## src/rtl/dap_usb_transmitter.sv

```systemverilog
// -----------------------------------------------------------------------------
// dap_usb_transmitter
//
// IN-direction half of the DAP USB bridge. DAP response bytes arrive on an
// AXI-Stream slave. They are stored in a byte FIFO, and a small queue records
// the length of each committed frame. Each queued frame is offered to the USB
// device controller's endpoint TX interface as one USB packet. When the host
// does not acknowledge a packet, the controller retries it: the read pointer
// is rewound to the packet start and the bytes are sent again. FIFO space is
// released only when the host acknowledges the packet (usb_txpktfin), so the
// bytes of a retry are never overwritten.
//
// Parameters
//   DEPTH_LOG2  data FIFO depth = 2**DEPTH_LOG2 bytes
//   PKTQ_LOG2   length-queue depth = 2**PKTQ_LOG2 packets
//   MAX_PKT     largest USB packet; a frame that reaches MAX_PKT bytes is
//               committed as a packet before its tlast arrives
//   ENDPT       endpoint number served by this block
//
// Optional feature
//   DAP_USB_TX_ZLP_EN  when defined, a response of exactly MAX_PKT bytes that
//                      ends with tlast is followed by a zero-length packet.
//                      When undefined, no zero-length packet is produced.
//
// Ports
//   clk, resetn                 clock and asynchronous active-low reset
//   axis_tvaild/tdata/tlast     AXI-Stream input beat
//   axis_tready                 AXI-Stream input accept
//   usb_endpt                   endpoint currently selected by the controller
//   usb_txact                   controller is transmitting an IN packet
//   usb_txpop                   controller consumed usb_txdat this cycle
//   usb_txpktfin                one-cycle pulse: host ACKed the packet
//   usb_txdat                   current byte (first-word fall-through)
//   usb_txlen                   length of the head packet (0 if none queued)
//   usb_txcork                  1 = nothing ready, so the controller NAKs
//   fifo_full, fifo_empty       data FIFO status, based on the retired pointer
// -----------------------------------------------------------------------------
module dap_usb_transmitter #(
  parameter int DEPTH_LOG2 = 9,
  parameter int PKTQ_LOG2  = 2,
  parameter int MAX_PKT    = 512,
  parameter int ENDPT      = 2
) (
  input  logic        clk,
  input  logic        resetn,
  input  logic        axis_tvaild,
  input  logic [7:0]  axis_tdata,
  input  logic        axis_tlast,
  output logic        axis_tready,
  input  logic [3:0]  usb_endpt,
  input  logic        usb_txact,
  input  logic        usb_txpop,
  input  logic        usb_txpktfin,
  output logic [7:0]  usb_txdat,
  output logic [11:0] usb_txlen,
  output logic        usb_txcork,
  output logic        fifo_full,
  output logic        fifo_empty
);

  localparam int DEPTH = 1 << DEPTH_LOG2;
  localparam int PKTQ  = 1 << PKTQ_LOG2;
  localparam int PTR_W = DEPTH_LOG2 + 1;  // one extra bit separates full from empty
  localparam int QP_W  = PKTQ_LOG2 + 1;

  localparam logic [PTR_W-1:0] PTR_ONE = PTR_W'(1);
  localparam logic [QP_W-1:0]  QP_ONE  = QP_W'(1);

  localparam logic [1:0] ST_IDLE  = 2'd0;
  localparam logic [1:0] ST_READY = 2'd1;
  localparam logic [1:0] ST_SEND  = 2'd2;
  localparam logic [1:0] ST_DONE  = 2'd3;

  logic [7:0]       mem  [DEPTH];
  logic [11:0]      lenq [PKTQ];

  logic [PTR_W-1:0] wr_ptr;   // next byte written
  logic [PTR_W-1:0] rd_ptr;   // next byte shown to the controller
  logic [PTR_W-1:0] ret_ptr;  // first byte not yet ACKed by the host
  logic [PTR_W-1:0] mark;     // start of the packet being sent; target of a rewind
  logic [QP_W-1:0]  q_wr;
  logic [QP_W-1:0]  q_rd;
  logic [11:0]      cnt;      // bytes accepted in the current frame
  logic [1:0]       state;
  logic             ready_en; // holds axis_tready low for the first cycle after reset

  // ---------------------------------------------------------------------------
  // Status
  // ---------------------------------------------------------------------------
  logic q_empty, q_full;

  assign fifo_empty = (wr_ptr == ret_ptr);
  assign fifo_full  = (wr_ptr[PTR_W-1] != ret_ptr[PTR_W-1]) &&
                      (wr_ptr[PTR_W-2:0] == ret_ptr[PTR_W-2:0]);
  assign q_empty    = (q_wr == q_rd);
  assign q_full     = (q_wr[QP_W-1] != q_rd[QP_W-1]) &&
                      (q_wr[QP_W-2:0] == q_rd[QP_W-2:0]);

  // ---------------------------------------------------------------------------
  // Write side
  // ---------------------------------------------------------------------------
  logic [11:0] cnt_next;
  logic        at_max, commit_cond, wr_fire, commit;
  logic        zlp_pending, zlp_push, q_push;
  logic [11:0] q_push_len;

  assign cnt_next    = cnt + 12'd1;
  assign at_max      = (cnt_next == 12'(MAX_PKT));
  assign commit_cond = axis_tlast | at_max;
  // A beat that would commit is held off while the length queue is full. A
  // pending zero-length packet also holds the input off, so at most one entry
  // is pushed into the length queue per cycle.
  assign axis_tready = ready_en & ~fifo_full & ~zlp_pending & ~(q_full & commit_cond);
  assign wr_fire     = axis_tvaild & axis_tready;
  assign commit      = wr_fire & commit_cond;
  assign q_push      = commit | zlp_push;
  assign q_push_len  = zlp_push ? 12'd0 : cnt_next;

`ifdef DAP_USB_TX_ZLP_EN
  // A MAX_PKT-byte response that ends with tlast needs a zero-length packet so
  // the host can see where the transfer ends. It is queued one cycle later.
  assign zlp_push = zlp_pending & ~q_full;

  always_ff @(posedge clk or negedge resetn) begin
    if (!resetn) begin
      zlp_pending <= 1'b0;
    end else if (commit & axis_tlast & at_max) begin
      zlp_pending <= 1'b1;
    end else if (zlp_push) begin
      zlp_pending <= 1'b0;
    end
  end
`else
  assign zlp_pending = 1'b0;
  assign zlp_push    = 1'b0;
`endif

  // NOTE: storage arrays have no reset. Every read is gated by a pointer
  // comparison, so stale contents are never observed.
  always_ff @(posedge clk) begin
    if (wr_fire) mem[wr_ptr[PTR_W-2:0]] <= axis_tdata;
    if (q_push)  lenq[q_wr[QP_W-2:0]]   <= q_push_len;
  end

  // NOTE: sequential state uses non-blocking assignments only, so every
  // register samples values from before the clock edge.
  always_ff @(posedge clk or negedge resetn) begin
    if (!resetn) begin
      ready_en <= 1'b0;
      wr_ptr   <= '0;
      cnt      <= '0;
      q_wr     <= '0;
    end else begin
      ready_en <= 1'b1;
      if (wr_fire) begin
        wr_ptr <= wr_ptr + PTR_ONE;
        cnt    <= commit ? 12'd0 : cnt_next;
      end
      if (q_push) q_wr <= q_wr + QP_ONE;
    end
  end

  // ---------------------------------------------------------------------------
  // Read side
  // ---------------------------------------------------------------------------
  logic             endpt_sel, pop_ok, q_pop;
  logic [11:0]      head_len;
  logic [PTR_W-1:0] sent, retire;

  assign endpt_sel = (usb_endpt == 4'(ENDPT));
  assign head_len  = lenq[q_rd[QP_W-2:0]];
  assign sent      = rd_ptr - mark;
  assign retire    = mark + PTR_W'(head_len);
  // Pops after the whole head packet has been shown are ignored, so rd_ptr
  // never moves into the next packet.
  assign pop_ok    = endpt_sel & (state == ST_SEND) & usb_txpop & (12'(sent) < head_len);
  assign q_pop     = endpt_sel & (state == ST_DONE) & usb_txpktfin;

  assign usb_txcork = (state == ST_IDLE);
  assign usb_txlen  = q_empty ? 12'd0 : head_len;
  assign usb_txdat  = (rd_ptr == wr_ptr) ? 8'd0 : mem[rd_ptr[PTR_W-2:0]];

  always_ff @(posedge clk or negedge resetn) begin
    if (!resetn) begin
      state   <= ST_IDLE;
      rd_ptr  <= '0;
      ret_ptr <= '0;
      mark    <= '0;
      q_rd    <= '0;
    end else if (endpt_sel) begin
      case (state)
        ST_IDLE: begin
          if (!q_empty) state <= ST_READY;
        end
        ST_READY: begin
          mark <= rd_ptr;
          if (usb_txact) state <= ST_SEND;
        end
        ST_SEND: begin
          if (pop_ok)     rd_ptr <= rd_ptr + PTR_ONE;
          if (!usb_txact) state  <= ST_DONE;
        end
        default: begin  // ST_DONE
          if (q_pop) begin
            // The ACK retires the whole packet. Pops that were skipped do not
            // leave bytes behind.
            q_rd    <= q_rd + QP_ONE;
            ret_ptr <= retire;
            rd_ptr  <= retire;
            state   <= ST_IDLE;
          end else if (usb_txact) begin
            // The controller starts a retry without an ACK: send the packet again.
            rd_ptr <= mark;
            state  <= ST_SEND;
          end
        end
      endcase
    end
  end

endmodule
```

## config.mk

```make
export PLATFORM = sky130hd
export DESIGN_NAME = dap_usb_transmitter
export DESIGN_NICKNAME = d
export VERILOG_FILES = /design/src/rtl/dap_usb_transmitter.sv
export SDC_FILE = /design/constraint.sdc
export NUM_CORES = 2
export LEC_CHECK = 0
export CAP_MARGIN = 10
export CORE_MARGIN = 1.5
export CORE_UTILIZATION = 60
export CTS_BUF_LIST = sky130_fd_sc_hd__clkbuf_4 sky130_fd_sc_hd__clkbuf_8
export DETAILED_ROUTE_END_ITERATION = 12
export HOLD_SLACK_MARGIN = 0.12
export PLACE_DENSITY = 0.75
export REMOVE_ABC_BUFFERS = 1
export SLEW_MARGIN = 20
export SYNTH_ARGS = -nofsm -noshare
export SYNTH_HDL_FRONTEND = slang
export SYNTH_MEMORY_MAX_BITS = 65536
export SYNTH_SLANG_ARGS = --single-unit
```

## constraint.sdc

```tcl
create_clock -name clk -period 12.5 [get_ports clk]
set_input_delay 1.875 -clock clk [delete_from_list [all_inputs] [get_ports clk]]
set_output_delay 1.875 -clock clk [all_outputs]
set_load 0.005 [all_outputs]
```

==> results.yml <==
status:
  status: "complete, no violations"
sta:
  rsz0062_at_grt: "false"
  finalHoldViolCount: 0
  finClkSkew_ps: 75.7
  min_period_over_period_pct: 72.5
  setup_viol: 0
  fmax_mhz: 110
  finalMaxSlewViolations: 0
  max-slew-margin-rel_pct: 16.6
  tightest_slew_ps: 1250
  min_period_ps: 9070
min_path:
  hp-class: "register to register"
  hp-start: "q_wr[2]$_DFFE_PN0P_"
  hold-path-cell-count: 1
  hold_end: "q_wr[2]$_DFFE_PN0P_"
global_route:
  overflow: 0
  grt_pass1_vias: 84700
  antenna_found_initial: 20
  grt_max_degree: 186
  grt_usage_pct: 30.8
  grt_pass1_wl_mm: 610
clocking:
  insertion_delay_ps: 1130
  cts_buffers: 640
  path_clk_slew_ps: 60
  cts_tree: "built"
  cts_setup_buffers: 0
  cts_sinks: 4205
  cts-hold-fix-buffers: 0
  htree_levels: 6
  cts_resized: 0
  cts_buffer_depth: 4
  cts_root_buf: "clkbuf_8"
die:
  coreArea_mm2: 0.274
  die_area_mm2: 0.279
  die_y_um: 528
  initial_core_util_pct: 60.4
  die_x_um: 528
  io_pins: 43
  rows: 192
logic_synthesis:
  syn-cell-area_mm2: 0.166
  synth-seq-area-share_pct: 76.1
  syn_avg_cell_area_um2: 20.8
  ys_async_sr_fraction_pct: 1.45
  yosysMostFrequentCell: "edfxtp_1"
  synth_ff_type: "edfxtp_1"
  ys_ff_latch: 4205
  synthTopCellsByArea: "edfxtp_1, mux4_2, mux2i_1, nor2_1, dfrtp_1"
  synth_commonest_cells: "edfxtp_1, mux4_2, nor2_1, mux2i_1, nand2_1"
  yosysTopAreaCell: "edfxtp_1"
  ys_types: 104
  synth_top_area_share_pct: 75.2
  synth_edf_count: 4144
  yosysWarnings: 0
  syn_inst: 7968
pwr:
  swShare_pct: 28.0
  power_frac_comb_pct: 18.9
  power_density_mw_per_mm2: 181
  peakVddDrop_mv: 0.141
  leakage_nw: 55.2
  p_sw_mw: 9.17
  p_seq_share_pct: 48.1
  p_int_mw: 23.6
  clkPwrFrac_pct: 33.1
setup_path:
  ff2ff_path_depth: 23
  slowest_delay_ps: 830
  endpoint_kind: "primary output"
  r2r_start: "rd_ptr[0]$_DFFE_PN0P_"
  cpMaxStageDelayCell: "nor3_1"
  start_kind: "register"
  path_max_fanout: 56
  worstPathArrival_ps: 7190
  reg2reg_slack_ps: 5480
  path_class: "register to primary output"
  cp_data_required_time_ps: 10620
  reg2reg_to: "rd_ptr[7]$_DFFE_PN0P_"
  path_cells: "buf_4 > nor2b_4 > buf_12 > buf_4 > a22o_1 > a221oi_1 > o22ai_1 > o21ai_0 > o21ai_0 > nor2_1 > nor3_1 > clkdlybuf4s50_1"
detailed_routing:
  drc_errors: 0
  dr.pass1.iters: 6
  viasPerCell: 6.86
  drt-total-wl_mm: 429
  wire_per_inst_um: 34.4
  ant_nets: 0
  vias: 85600
  dr.first_iter.drc_count: 13200
layout:
  area_growth_syn_to_layout_pct: 9.42
  fin_cells: 12500
  fin_area_mm2: 0.181
  fillers: 17000
  utilization_pct: 66.1
  nets: 8378
  drive_gt1_share_pct: 24.6
placed_design:
  place_area_mm2: 0.169
  hpwl_mm: 250
  gp_congestion: 0.876
  dp_cells: 11400
  io_buffers: 42
job:
  drv_cap: 0
## power by group through the flow
| stage | registers [mW] | clock network [mW] | logic (mW) |
|---|---|---|---|
| 2_1_floorplan | 16.5 | 0 | 7.22 |
| 3_3_place_gp | 16.0 | 0 | 5.99 |
| 3_5_place_dp | 16.0 | 0 | 6.05 |
| 4_1_cts | 15.7 | 10.9 | 6.07 |
| 5_1_grt | 15.7 | 11.5 | 6.35 |
| 6_report | 15.7 | 10.8 | 6.18 |
## worst max-delay path by stage
stage / startpoint / slack, ps / to
6_report: rd_ptr[3]$_DFFE_PN0P_ / 3430 / usb_txdat[6]
5_1_grt: rd_ptr[0]$_DFFE_PN0P_ / 3310 / usb_txdat[6]
4_1_cts: rd_ptr[0]$_DFFE_PN0P_ / 3640 / usb_txdat[7]
3_5_place_dp: rd_ptr[0]$_DFFE_PN0P_ / 4780 / usb_txdat[7]
3_3_place_gp: rd_ptr[3]$_DFFE_PN0P_ / 4710 / usb_txdat[6]
2_1_floorplan: rd_ptr[0]$_DFFE_PN0P_ / -41730 / usb_txdat[2]
## area by class of cell
type	count	area, um2	area share [%]
clock inverters	252	1470	0.814
flip-flops and latches	4205	126000	69.6
clock buffers	853	10500	5.80
inverters	49	195	0.108
well taps	3686	4610	2.55
multi-input cells	3216	36300	20.1
diodes	10	25.0	0.0138
repair buffers	207	2000	1.11
## critical path: cells and delay by family (launching register included)
kind | cells | cell delay (ps)
AO/OA/AOI/OAI | 5 | 1180
buffers and inverters | 4 | 2510
flip-flops | 1 | 710
AND/OR/NAND/NOR | 3 | 1590
## placed cells by master, fill, tap and decap left out, types with 41 or more instances in the layout
| cell type | count |
|---|---|
| dfrtp_1 | 54 |
| inv_1 | 44 |
| mux4_2 | 928 |
| a22o_1 | 43 |
| clkbuf_8 | 656 |
| edfxtp_1 | 4144 |
| clkbuf_4 | 197 |
| a22oi_1 | 145 |
| nor2_1 | 581 |
| a21oi_1 | 183 |
| clkinv_1 | 153 |
| mux2i_1 | 277 |
| buf_4 | 142 |
| o21ai_0 | 104 |
| nand2_1 | 189 |
| a221oi_1 | 94 |
| nand3_1 | 48 |
| clkinv_2 | 51 |
| o22ai_1 | 58 |
| o221ai_1 | 41 |
## routing by layer
metal / routed length, um / GRT usage [%] / share of wire [%]
met3: 58100 / 7.97 / 14
met2: 197000 / 46.1 / 46
met5: 43 / 0 / 0.010
met4: 21000 / 14.2 / 4.9
met1: 152000 / 43.3 / 36
## kinds of logic after synthesis
logic type      after synthesis  synth area share, %
flops                      4205                 76.1
mux                        1256                 14.9
simple gates               1018                 2.77
compound gates              842                 3.56
buf+inv                     547                 2.01
xor+xnor                     59                0.312
fa+ha+maj                    40                0.311
other cells                   1              0.00227
## stage by stage
stage          hold WS (ps)  total power, mW  setup slack [ps]  setup TNS (ps)
2_1_floorplan           462             23.7            -41730         -749130
3_3_place_gp            478             22.0              4710               0
3_5_place_dp            488             22.1              4780               0
4_1_cts                 496             32.7              3640               0
5_1_grt                 525             33.6              3310               0
6_report                492             32.7              3430               0
## registers in the layout (all words and copies together), names as in the netlist
name and flops:
cnt 12, lenq 48, mem 4096, mark 10, rd_ptr 10, state 2, ret_ptr 10, q_wr 3
ready_en 1, wr_ptr 10, q_rd 3
Note: power is estimated with default switching activity, not from simulation.
